File: src/rtl/mix_accum_if.sv
// Product-stream and mixed-sample bus for mix_accum.
// The master drives products and the error clear; the slave returns the mixed result.
interface mix_accum_if #(
   parameter int DATA_W = 24
);
   logic [DATA_W-1:0] prod_i;
   logic              prod_valid_i;
   logic              prod_last_i;
   logic              err_clr_i;
   logic [DATA_W-1:0] mix_o;
   logic              mix_valid_o;
   logic              clip_o;
   logic              ovr_err_o;
   logic [15:0]       clip_cnt_o;

   modport master (
      output prod_i, prod_valid_i, prod_last_i, err_clr_i,
      input  mix_o, mix_valid_o, clip_o, ovr_err_o, clip_cnt_o
   );

   modport slave (
      input  prod_i, prod_valid_i, prod_last_i, err_clr_i,
      output mix_o, mix_valid_o, clip_o, ovr_err_o, clip_cnt_o
   );
endinterface

File: src/rtl/mix_accum.sv
// Per-frame mixing accumulator: sums signed channel products and emits one saturated sample per frame.
// Define MIX_ACCUM_CLIP_COUNT_EN to build the saturating clip-event counter on clip_cnt_o.
module mix_accum #(
   parameter int NUM_CH = 4,
   parameter int GUARD  = 4,
   parameter int DATA_W = 24
) (
   input  logic        clk,
   input  logic        rst,
   mix_accum_if.slave  bus
);
   localparam int ACC_W = DATA_W + GUARD;
   localparam int CNT_W = $clog2(NUM_CH + 1);
   localparam logic [CNT_W-1:0] CNT_MAX = CNT_W'(NUM_CH);
   localparam logic [0:0] IDLE  = 1'b0;
   localparam logic [0:0] ACCUM = 1'b1;

   // Sum is out of range when the guard bits plus the result sign bit disagree.
   function automatic logic is_clip(input logic signed [ACC_W-1:0] s);
      return !((&s[ACC_W-1:DATA_W-1]) || !(|s[ACC_W-1:DATA_W-1]));
   endfunction

   function automatic logic [DATA_W-1:0] sat(input logic signed [ACC_W-1:0] s);
      if (is_clip(s))
         return {s[ACC_W-1], {(DATA_W-1){~s[ACC_W-1]}}};
      return s[DATA_W-1:0];
   endfunction

   logic signed [ACC_W-1:0] acc;
   logic [CNT_W-1:0]        ch_cnt;
   logic [0:0]              state;
   logic signed [ACC_W-1:0] prod_ext;
   logic signed [ACC_W-1:0] base;
   logic signed [ACC_W-1:0] sum_p0;
   logic                    overrun;
   logic                    close;
   logic [DATA_W-1:0]       mix_p1;
   logic                    clip_p1;
   logic                    vld_p1;
   logic                    ovr_err;

   assign state    = (ch_cnt == '0) ? IDLE : ACCUM;
   assign prod_ext = {{GUARD{bus.prod_i[DATA_W-1]}}, bus.prod_i};
   assign base     = (state == ACCUM) ? acc : '0;
   assign overrun  = bus.prod_valid_i && (ch_cnt == CNT_MAX);
   assign close    = bus.prod_valid_i && bus.prod_last_i;
   // An overrun beat is dropped, so it contributes nothing to the closing sum.
   assign sum_p0   = overrun ? base : base + prod_ext;

   // p0 -> p1: accumulate, or close the frame into the output register
   always_ff @(posedge clk) begin
      if (rst) begin
         acc     <= '0;
         ch_cnt  <= '0;
         mix_p1  <= '0;
         clip_p1 <= 1'b0;
         vld_p1  <= 1'b0;
         ovr_err <= 1'b0;
      end else begin
         vld_p1  <= 1'b0;
         clip_p1 <= 1'b0;
         if (close) begin
            mix_p1  <= sat(sum_p0);
            clip_p1 <= is_clip(sum_p0);
            vld_p1  <= 1'b1;
            acc     <= '0;
            ch_cnt  <= '0;
         end else if (bus.prod_valid_i && !overrun) begin
            acc    <= sum_p0;
            ch_cnt <= ch_cnt + 1'b1;
         end
         if (overrun)
            ovr_err <= 1'b1;
         else if (bus.err_clr_i)
            ovr_err <= 1'b0;
      end
   end

   assign bus.mix_o       = mix_p1;
   assign bus.clip_o      = clip_p1;
   assign bus.mix_valid_o = vld_p1;
   assign bus.ovr_err_o   = ovr_err;

`ifdef MIX_ACCUM_CLIP_COUNT_EN
   logic [15:0] clip_cnt;

   always_ff @(posedge clk) begin
      if (rst || bus.err_clr_i)
         clip_cnt <= '0;
      else if (close && is_clip(sum_p0) && clip_cnt != 16'hFFFF)
         clip_cnt <= clip_cnt + 1'b1;
   end

   assign bus.clip_cnt_o = clip_cnt;
`else
   assign bus.clip_cnt_o = '0;
`endif
endmodule
File: src/flat_wrapper.sv
// flat-port wrapper written by rule: the top's interface ports become plain ports
module mix_accum_flat 
#(
   parameter int NUM_CH = 4,
   parameter int GUARD  = 4,
   parameter int DATA_W = 24
)
  (clk, rst, bus_prod_i, bus_prod_valid_i, bus_prod_last_i, bus_err_clr_i, bus_mix_o, bus_mix_valid_o, bus_clip_o, bus_ovr_err_o, bus_clip_cnt_o);
  mix_accum_if #(.DATA_W(DATA_W)) bus_i ();
  input  logic clk;
  input  logic rst;
  input wire logic [$bits(bus_i.prod_i)-1:0] bus_prod_i;
  input wire logic [$bits(bus_i.prod_valid_i)-1:0] bus_prod_valid_i;
  input wire logic [$bits(bus_i.prod_last_i)-1:0] bus_prod_last_i;
  input wire logic [$bits(bus_i.err_clr_i)-1:0] bus_err_clr_i;
  output wire logic [$bits(bus_i.mix_o)-1:0] bus_mix_o;
  output wire logic [$bits(bus_i.mix_valid_o)-1:0] bus_mix_valid_o;
  output wire logic [$bits(bus_i.clip_o)-1:0] bus_clip_o;
  output wire logic [$bits(bus_i.ovr_err_o)-1:0] bus_ovr_err_o;
  output wire logic [$bits(bus_i.clip_cnt_o)-1:0] bus_clip_cnt_o;
  assign bus_i.prod_i = bus_prod_i;
  assign bus_i.prod_valid_i = bus_prod_valid_i;
  assign bus_i.prod_last_i = bus_prod_last_i;
  assign bus_i.err_clr_i = bus_err_clr_i;
  assign bus_mix_o = bus_i.mix_o;
  assign bus_mix_valid_o = bus_i.mix_valid_o;
  assign bus_clip_o = bus_i.clip_o;
  assign bus_ovr_err_o = bus_i.ovr_err_o;
  assign bus_clip_cnt_o = bus_i.clip_cnt_o;
  mix_accum #(.NUM_CH(NUM_CH), .GUARD(GUARD), .DATA_W(DATA_W)) u_core (.clk(clk), .rst(rst), .bus(bus_i));
endmodule
File: config.mk
export PLATFORM = sky130hd
export DESIGN_NAME = mix_accum_flat
export DESIGN_NICKNAME = d
export VERILOG_FILES = /design/src/rtl/mix_accum_if.sv /design/src/rtl/mix_accum.sv /design/src/flat_wrapper.sv
export SDC_FILE = /design/constraint.sdc
export NUM_CORES = 1
export LEC_CHECK = 0
export ABC_CLOCK_PERIOD_IN_PS = 5000
export BUFFER_PORTS_ARGS = -buffer_cell sky130_fd_sc_hd__buf_2
export CAP_MARGIN = 20
export CORE_MARGIN = 3
export CORE_UTILIZATION = 49
export CTS_CLUSTER_DIAMETER = 80
export DETAILED_ROUTE_END_ITERATION = 6
export PLACE_DENSITY = 0.71
export SLEW_MARGIN = 20
export SYNTH_ARGS = -nofsm -noshare
export SYNTH_HDL_FRONTEND = slang
export SYNTH_SLANG_ARGS = --single-unit
File: constraint.sdc
create_clock -name clk -period 5 [get_ports clk]
set_input_delay 1.25 -clock clk [delete_from_list [all_inputs] [get_ports clk]]
set_output_delay 1.25 -clock clk [all_outputs]
set_load 0.005 [all_outputs]
; Yosys cells after proc, flatten, opt, wreduce, memory -nomap -nowiden
; Cells that the tools add are included.
[totals]
inputBits = 29
out_inout_bits = 43
elab_cells = 34
reg_bits = 58
[op_classes]
bitwise_logic = 2
eq_ne = 1
n_addsub = 2
n_reduce_logical = 13
mux = 10
[ops]
columns = cell, n
row1 = 28-bit 2-to-1 mux, 2
row2 = 24-bit 2-to-1 mux, 2
row3 = 28-bit by 24-bit adder with 28-bit output, 1
row4 = 1-bit 2-to-1 mux, 6
row5 = 5-bit AND reduction, 1
row6 = 5-bit OR reduction, 1
row7 = 2-bit OR reduction, 2
row8 = 3-bit by 1-bit adder with 3-bit output (second input constant), 1
row9 = 3-bit equality test (second input constant), 1
row10 = 1-bit logical AND, 3
row11 = 1-bit zero test, 3
row12 = 3-bit zero test, 1
row13 = 1-bit inverter, 2
row14 = 2-bit nonzero test, 1
row15 = 1-bit logical OR, 1

; Logic depth before layout (Yosys ltp)
; Gate-level depths: netlist (run 1).
[logic_depth]
ltp_word = 11
mapped_depth = 18
depth_no_buf = 16

; Worst setup path before layout (run 1)
; OpenSTA, ideal clock, no wires.
[synth_path]
path_kind = flip-flop to flip-flop
start = register u_core.ch_cnt[0]
end = register u_core.mix_p1[10], in the netlist u_core.bus.mix_o[10]
t_required_ns = 4.878
stages_incl_launch_ff = 18
t_arrival_ns = 3.985
setup_slack_ns = 0.893
cell_sequence = dfxtp_1 > inv_1 > ha_1 > nand2b_1 > clkdlybuf4s50_2 > clkbuf_1 > and2_1 > ha_1 > buf_6 > a21oi_4 > o22ai_1 > o41a_1 > or4_1 > nand3_2 > xnor2_2 > o22ai_4 > buf_6 > a221o_2
[synth_via]
elab_chain_len = 11
word_cells_on_any_way = 16
classes_between = 1 x add/sub / 1 x eq/ne / 7 x mux / 1 x bitwise / 6 x reduce/logical
[synth_rtl]
columns = element, line_no
row1 = start: declaration, mix_accum.sv:30  ; logic [CNT_W-1:0] ch_cnt;
row2 = start signal: assignment, mix_accum.sv:70  ; ch_cnt <= ch_cnt + 1'b1;
row3 = 3-bit zero test, mix_accum.sv:42  ; assign state = (ch_cnt == '0) ? IDLE : ACCUM;
row4 = 28-bit 2-to-1 mux, mix_accum.sv:44  ; assign base = (state == ACCUM) ? acc : '0;
row5 = 28-bit by 24-bit adder with 28-bit output, mix_accum.sv:48  ; assign sum_p0 = overrun ? base : base + prod_ext;
row6 = 28-bit 2-to-1 mux (*), mix_accum.sv:48
row7 = 5-bit OR reduction, mix_accum.sv:20  ; return !((&s[ACC_W-1:DATA_W-1]) || !(|s[ACC_W-1:DATA_W-1]));
row8 = 1-bit zero test, mix_accum.sv:20
row9 = 1-bit logical OR, mix_accum.sv:20
row10 = 1-bit 2-to-1 mux, mix_accum.sv:24  ; if (is_clip(s))
row11 = 1-bit 2-to-1 mux, mix_accum.sv:62  ; if (close) begin
row12 = 1-bit 2-to-1 mux, mix_accum.sv:52  ; if (rst) begin
row13 = 24-bit 2-to-1 mux (*), mix_accum.sv:26  ; return s[DATA_W-1:0];
row14 = end signal: assignment, mix_accum.sv:63  ; mix_p1 <= sat(sum_p0);
row15 = end: declaration, mix_accum.sv:37  ; logic [DATA_W-1:0] mix_p1;
; Mark *: on every way between the ends. The rest lies on a longest branch, timed or not. The select of a mux whose other input is x is not followed.
; A chain may end at the register's enable or synchronous reset.

; Final worst setup path (run 1)
[layout_path]
start = register u_core.ch_cnt[0]
end = register u_core.mix_p1[22], in the netlist u_core.bus.mix_o[22]
; The elaborated chain is that of the path after synthesis.

==> results.sh, run 1 <==
export IMPL_numPortBuffers=55
export IMPL_cts_clk_slew_worst_paths_ns=0.07
export IMPL_grt_pass1_wl_microns=19300
export IMPL_gr_total_overflow=0
export IMPL_clk_latency_ns=0.35
export IMPL_slew_viol_final=0
export IMPL_antenna_found_initial=0
export IMPL_finalCriticalPeriod_ns=4.58
export IMPL_synth_compound_area_frac=0.291
export IMPL_grt_pass1_vias=4016
export IMPL_rows=33
export IMPL_dpl_worst_slack_ns=0.284
export IMPL_route_detailed_wl_per_inst_microns=16.9
export IMPL_async_flop_share=0
export IMPL_drtAntennaViolNets=0
export IMPL_synth_edff_count=0
export IMPL_syn2layout_area_growth_pct=7.29
export IMPL_grt_max_degree=37
export IMPL_cts_resized=0
export IMPL_netlist_area_sq_um=4360
export IMPL_worstHoldPathType="reg2reg"
export IMPL_powerDensity_nw_per_um2=254
export IMPL_syn_inst=534
export IMPL_netlist_top_cells_area="dfxtp_1 (27%), ha_1 (8.3%), a21oi_1 (6.3%)"
export IMPL_design_area_sq_um=4680
export IMPL_gp_congestion=0.972
export IMPL_ys_types=70
export IMPL_hp_start="u_core.acc[0]"
export IMPL_crit_start="u_core.ch_cnt[0]"
export IMPL_finalHoldViolCount=0
export IMPL_die_x_microns=100
export IMPL_cp_end_kind="flop"
export IMPL_worst_slew_pin_slew_ns=1.10
export IMPL_synth_top_area_share=0.266
export IMPL_die_height_microns=100
export IMPL_critical_path_class="reg2reg"
export IMPL_synth_seq_area_share=0.266
export IMPL_synth_top_family_by_area="compound AO/OA/AOI/OAI gates"
export IMPL_cts_sinks=58
export IMPL_layout_setup_ws_ns=0.420
export IMPL_crit_path_start_kind="flop"
export IMPL_final_net_count=633
export IMPL_cp_slowest_cell="a211oi_4"
export IMPL_synth_top_area_cell="dfxtp_1"
export IMPL_fin_tns_setup_ns=0
export IMPL_fillerInstances=821
export IMPL_finalClockSkew_ns=0.0102
export IMPL_clock_fmax_mhz=218
export IMPL_yosysWarnings=0
export IMPL_wl_microns=11600
export IMPL_drv_cap=0
export IMPL_period_share=0.916
export IMPL_routed_via_density=5.98
export IMPL_peakVddDrop_uv=103
export IMPL_outcome="finished clean"
export IMPL_slowest_delay_ns=0.95
export IMPL_synth_xor_area_frac=0.0579
export IMPL_clk_path_buf_depth=2
export IMPL_drive_gt1_frac=0.211
export IMPL_drcViolationCount=0
export IMPL_setup_viol=0
export IMPL_grt_total_usage=0.237
export IMPL_p_leak_nw=2.08
export IMPL_layout_common_cells="dfxtp_1 (58), nand2_1 (57), a21oi_1 (55), buf_2 (55), nor2_1 (50)"
export IMPL_cts_buffers=9
export IMPL_final_common_cell="dfxtp_1"
export IMPL_coreArea_sq_um=8420
export IMPL_pin_count=72
export IMPL_dpl_hpwl_microns=8250
export IMPL_grt_setup_unrepaired="false"
export IMPL_initial_utilization=0.518
export IMPL_synth_simple_gate_area_share=0.192
export IMPL_synth_seq_cells=58
export IMPL_critPathMaxFanout=23
export IMPL_cts_max_level=3
export IMPL_avgSynthCellArea_sq_um=8.17
export IMPL_antenna_cells=0
export IMPL_required_ns=5.29
export IMPL_drtIter0Drc=260
export IMPL_synth_flop_cell="dfxtp_1"
export IMPL_root_buffer="clkbuf_8"
export IMPL_dpl_cell_area_sq_um=4510
export IMPL_cts_tree="yes"
export IMPL_via_count=4088
export IMPL_cts_hold_buf=0
export IMPL_r2r_start="u_core.ch_cnt[0]"
export IMPL_postCtsSetupBuffers=0
export IMPL_path_cells="inv_1 -> ha_1 -> nand2b_1 -> buf_4 -> buf_4 -> and2_1 -> ha_1 -> nand4_1 -> nor3_1 -> and3_1 -> a2111oi_2 -> a221oi_2 -> o21ai_2 -> a211oi_4 -> a221o_2"
export IMPL_cp_arrival_ns=4.87
export IMPL_seqCellArea_sq_um=1160
export IMPL_synthAdderAreaFrac=0.0878
export IMPL_multi_input_area_sq_um=2840
export IMPL_slew_headroom=0.262
export IMPL_synth_mux_area_frac=0.00746
export IMPL_die_area_sq_um=10100
export IMPL_first_pass_iters=6
## power breakdown
group          leakage, nW  switching (mW)  internal, mW
clock network       0.0851           0.207         0.191
logic                 1.52           0.165         0.113
registers            0.476          0.0187         0.494
total                 2.08           0.391         0.798
## stage by stage
stage	total power [mW]	utilization	hold slack, ns	std cells
final	1.19	0.556	0.451	684
after global placement	0.791	0.535	0.439	668
after floorplan	0.734	-	0.432	549
after detailed placement	0.796	0.535	0.446	668
after CTS	1.19	0.556	0.456	684
after global routing	1.24	0.556	0.490	684
## critical path: cells and delay by family (launching register included)
family | cells | cell delay (ns)
flops | 1 | 0.34
buf+inv | 3 | 0.45
fa+ha+maj | 2 | 0.65
simple gates | 5 | 1.25
compound gates | 5 | 1.81
## flip-flops by register name, summed over array words and instances, names as in the netlist
| name | cells |
|---|---|
| u_core.acc | 28 |
| u_core.bus.mix_o | 24 |
| u_core.ch_cnt | 3 |
| u_core.bus.clip_o | 1 |
| u_core.bus.mix_valid_o | 1 |
| u_core.bus.ovr_err_o | 1 |
## cells by family after synthesis
kind of cell | Yosys count
buf+inv | 62
mux | 3
other cells | 1
xor+xnor | 28
simple gates | 177
flops | 58
fa+ha+maj | 30
compound gates | 175
## layout make-up
cell class                 count  share of cell area
inverter                      14              0.0112
timing repair buffer          62              0.0701
clock inverter                 5             0.00642
tap                          105              0.0281
sequential                    58               0.248
multi-input combinational    429               0.606
clock buffer                  11              0.0302
## worst paths after layout
check / to / slack [ns] / depth (start not counted)
worst min-delay path: u_core.acc[0] / 0.45 / 2
worst max register to register: u_core.bus.mix_o[22] / 0.42 / 15
worst min register to register: u_core.acc[0] / 0.45 / 2
worst max-delay path: u_core.bus.mix_o[22] / 0.42 / 15
## metal layers
| layer | GRT usage | vias to the layer above | wire length (microns) |
|---|---|---|---|
| li1 | - | 1981 | - |
| met1 | 0.305 | 1921 | 5120 |
| met2 | 0.393 | 155 | 5470 |
| met3 | 0.0466 | 31 | 713 |
| met4 | 0.0860 | 0 | 271 |
| met5 | 0 | - | 0 |
## synthesized netlist by cell type (4+ instances only)
cell type and n:
a211oi_1 5, a21o_1 5, a21o_2 4, a21oi_1 55, a221o_2 22, a311oi_1 5, and2_1 27, and3_1 6
buf_2 5, buf_4 16, buf_6 6, clkbuf_1 12, clkbuf_8 7, dfxtp_1 58, ha_1 29, inv_1 14
nand2_1 57, nand2b_1 7, nand3_1 5, nand4_1 9, nor2_1 50, nor3_1 5, o211ai_1 8, o21ai_0 34
xnor2_1 14, xor2_1 13
Power figures use the tool's default switching activity.
==> run 2, diff against run 1 <==
- ABC_CLOCK_PERIOD_IN_PS: 5000 -> 5700
- clock period: 5 -> 5.7 ns (I/O delays scaled with it)
==> run 2 against run 1 <==
  * Clock-buffer cell count fell by 2
  * Clock skew grew 0.00092 ns
  * Fmax down 4.4%
  * Clock power up 20%
  * Sequential share of layout area down 0.32 points
  * Cell count shrank 0.15%
  * Wire length is 0.71% higher
  * Highest routed layer unchanged
==> results.sh, run 2 (synthesis gave the netlist of run 1 again) <==
export IMPL_cts_tree="yes"
export IMPL_outcome="finished clean"
export IMPL_grt_total_usage=0.234
export IMPL_slowest_delay_ns=0.57
export IMPL_cts_buffers=9
export IMPL_gp_congestion=0.988
export IMPL_numPortBuffers=55
export IMPL_final_net_count=632
export IMPL_layout_common_cells="dfxtp_1 (58), nand2_1 (57), a21oi_1 (55), buf_2 (55), nor2_1 (50)"
export IMPL_critical_path_buf_inv_count=3
export IMPL_dpl_hpwl_microns=8360
export IMPL_drtAntennaViolNets=0
export IMPL_finalHoldViolCount=0
export IMPL_route_detailed_wl_per_inst_microns=17.1
export IMPL_worstHoldPathType="reg2reg"
export IMPL_postCtsSetupBuffers=0
export IMPL_drcViolationCount=0
export IMPL_root_buffer="clkbuf_8"
export IMPL_routed_via_density=5.98
export IMPL_die_height_microns=100
export IMPL_worst_slew_pin_slew_ns=0.855
export IMPL_required_ns=5.99
export IMPL_powerDensity_nw_per_um2=247
export IMPL_cp_end_kind="flop"
export IMPL_largest_register_ffs=28
export IMPL_cts_hold_buf=0
export IMPL_p_switching_mw=0.347
export IMPL_cts_resized=0
export IMPL_drtIter0Drc=213
export IMPL_fillerInstances=812
export IMPL_grt_max_degree=37
export IMPL_cts_clk_slew_worst_paths_ns=0.07
export IMPL_slew_headroom=0.430
export IMPL_critical_path_class="reg2reg"
export IMPL_grt_pass1_wl_microns=18800
export IMPL_rows=33
export IMPL_die_x_microns=100
export IMPL_die_area_sq_um=10100
export IMPL_gr_total_overflow=0
export IMPL_p_clk_frac=0.407
export IMPL_grt_pass1_vias=3882
export IMPL_cp_arrival_ns=5.08
export IMPL_finalCriticalPeriod_ns=4.79
export IMPL_swShare=0.297
export IMPL_slew_viol_final=0
export IMPL_clock_fmax_mhz=209
export IMPL_peakVddDrop_uv=139
export IMPL_crit_path_start_kind="flop"
export IMPL_clk_path_buf_depth=2
export IMPL_syn2layout_area_growth_pct=8.69
export IMPL_whs_ns=0.452
export IMPL_cts_max_level=3
export IMPL_first_pass_iters=5
export IMPL_crit_family="compound AO/OA/AOI/OAI gates"
export IMPL_path_cells="inv_1 -> ha_1 -> nand2b_1 -> buf_4 -> and2_1 -> ha_1 -> a21oi_1 -> o211ai_1 -> a41oi_1 -> o211ai_1 -> xnor2_1 -> a21oi_1 -> a211oi_2 -> a211oi_4 -> buf_4 -> a221o_2"
export IMPL_via_count=4086
export IMPL_antenna_found_initial=0
export IMPL_combinationalPowerShare=0.208
export IMPL_drive_gt1_frac=0.211
export IMPL_top_register="u_core.acc"
export IMPL_final_common_cell="dfxtp_1"
export IMPL_initial_utilization=0.518
export IMPL_antenna_cells=0
export IMPL_cts_sinks=58
export IMPL_fin_tns_setup_ns=0
export IMPL_pin_count=72
export IMPL_cp_slowest_cell="nand2b_1"
export IMPL_seq_power_share=0.385
export IMPL_seqCellArea_sq_um=1160
export IMPL_p_int_mw=0.822
export IMPL_setup_viol=0
export IMPL_critPathMaxFanout=18
export IMPL_clk_latency_ns=0.35
export IMPL_wl_microns=11700
export IMPL_period_share=0.840
export IMPL_p_leak_nw=2.11
export IMPL_grt_setup_unrepaired="false"
export IMPL_coreArea_sq_um=8420
export IMPL_multi_input_area_sq_um=2840
export IMPL_finalClockSkew_ns=0.0111
export IMPL_drv_cap=0
run 2: changes by cell type in the layout (fill, tap and decap cells not counted):
cell,delta
bufinv_16,+3
buf_4,-1
clkbuf_1,-1
clkbuf_8,-1
clkinv_2,-1
clkinvlp_4,-1
inv_6,+1
run 2: layout make-up:
| type | count | area share |
|---|---|---|
| clock buffer | 9 | 0.0261 |
| clock inverter | 7 | 0.0245 |
| inverter | 14 | 0.0111 |
| multi-input combinational | 429 | 0.598 |
| sequential | 58 | 0.245 |
| tap | 105 | 0.0277 |
| timing repair buffer | 61 | 0.0676 |
run 2: worst reg2reg max path: stages (launching register included):
cell      delay, ns
dfxtp_1        0.38
inv_1          0.06
ha_1           0.23
nand2b_1       0.57
buf_4          0.30
and2_1         0.14
ha_1           0.29
a21oi_1        0.30
o211ai_1       0.21
a41oi_1        0.46
o211ai_1       0.22
xnor2_1        0.16
a21oi_1        0.31
a211oi_2       0.12
a211oi_4       0.51
buf_4          0.33
a221o_2        0.16
run 2: routing by layer:
metal | vias up | part of all wire | global-route usage
met3 | 17 | 0.058 | 0.0466
li1 | 1985 | - | -
met5 | - | 0 | 0
met2 | 140 | 0.47 | 0.379
met1 | 1944 | 0.45 | 0.311
met4 | 0 | 0.018 | 0.0788
run 2: through the flow:
step / utilization / std cells / power, mW / area, sq um / setup slack (ns)
after global routing: 0.563 / 683 / 1.22 / 4740 / 0.612
final: 0.563 / 683 / 1.17 / 4740 / 0.910
after global placement: 0.534 / 667 / 0.694 / 4500 / 1.14
after detailed placement: 0.534 / 667 / 0.699 / 4500 / 0.988
after CTS: 0.563 / 683 / 1.17 / 4740 / 0.952
after floorplan: - / 549 / 0.644 / 4420 / 1.56
run 2: power groups by stage:
stage          Sequential, mW  Combinational, mW  Clock, mW
2_1_floorplan           0.457              0.187          0
3_3_place_gp            0.458              0.237          0
3_5_place_dp            0.459              0.240          0
4_1_cts                 0.450              0.242      0.481
5_1_grt                 0.453              0.270      0.499
6_report                0.450              0.244      0.475
run 2: path summary, 6_finish.rpt:
kind | from | to | slack (ns) | cells after the start
worst max-delay path | u_core.ch_cnt[0] | u_core.bus.mix_o[0] | 0.91 | 16
worst min-delay path | u_core.acc[0] | u_core.acc[0] | 0.45 | 2
worst max register to register | u_core.ch_cnt[0] | u_core.bus.mix_o[0] | 0.91 | 16
worst min register to register | u_core.acc[0] | u_core.acc[0] | 0.45 | 2
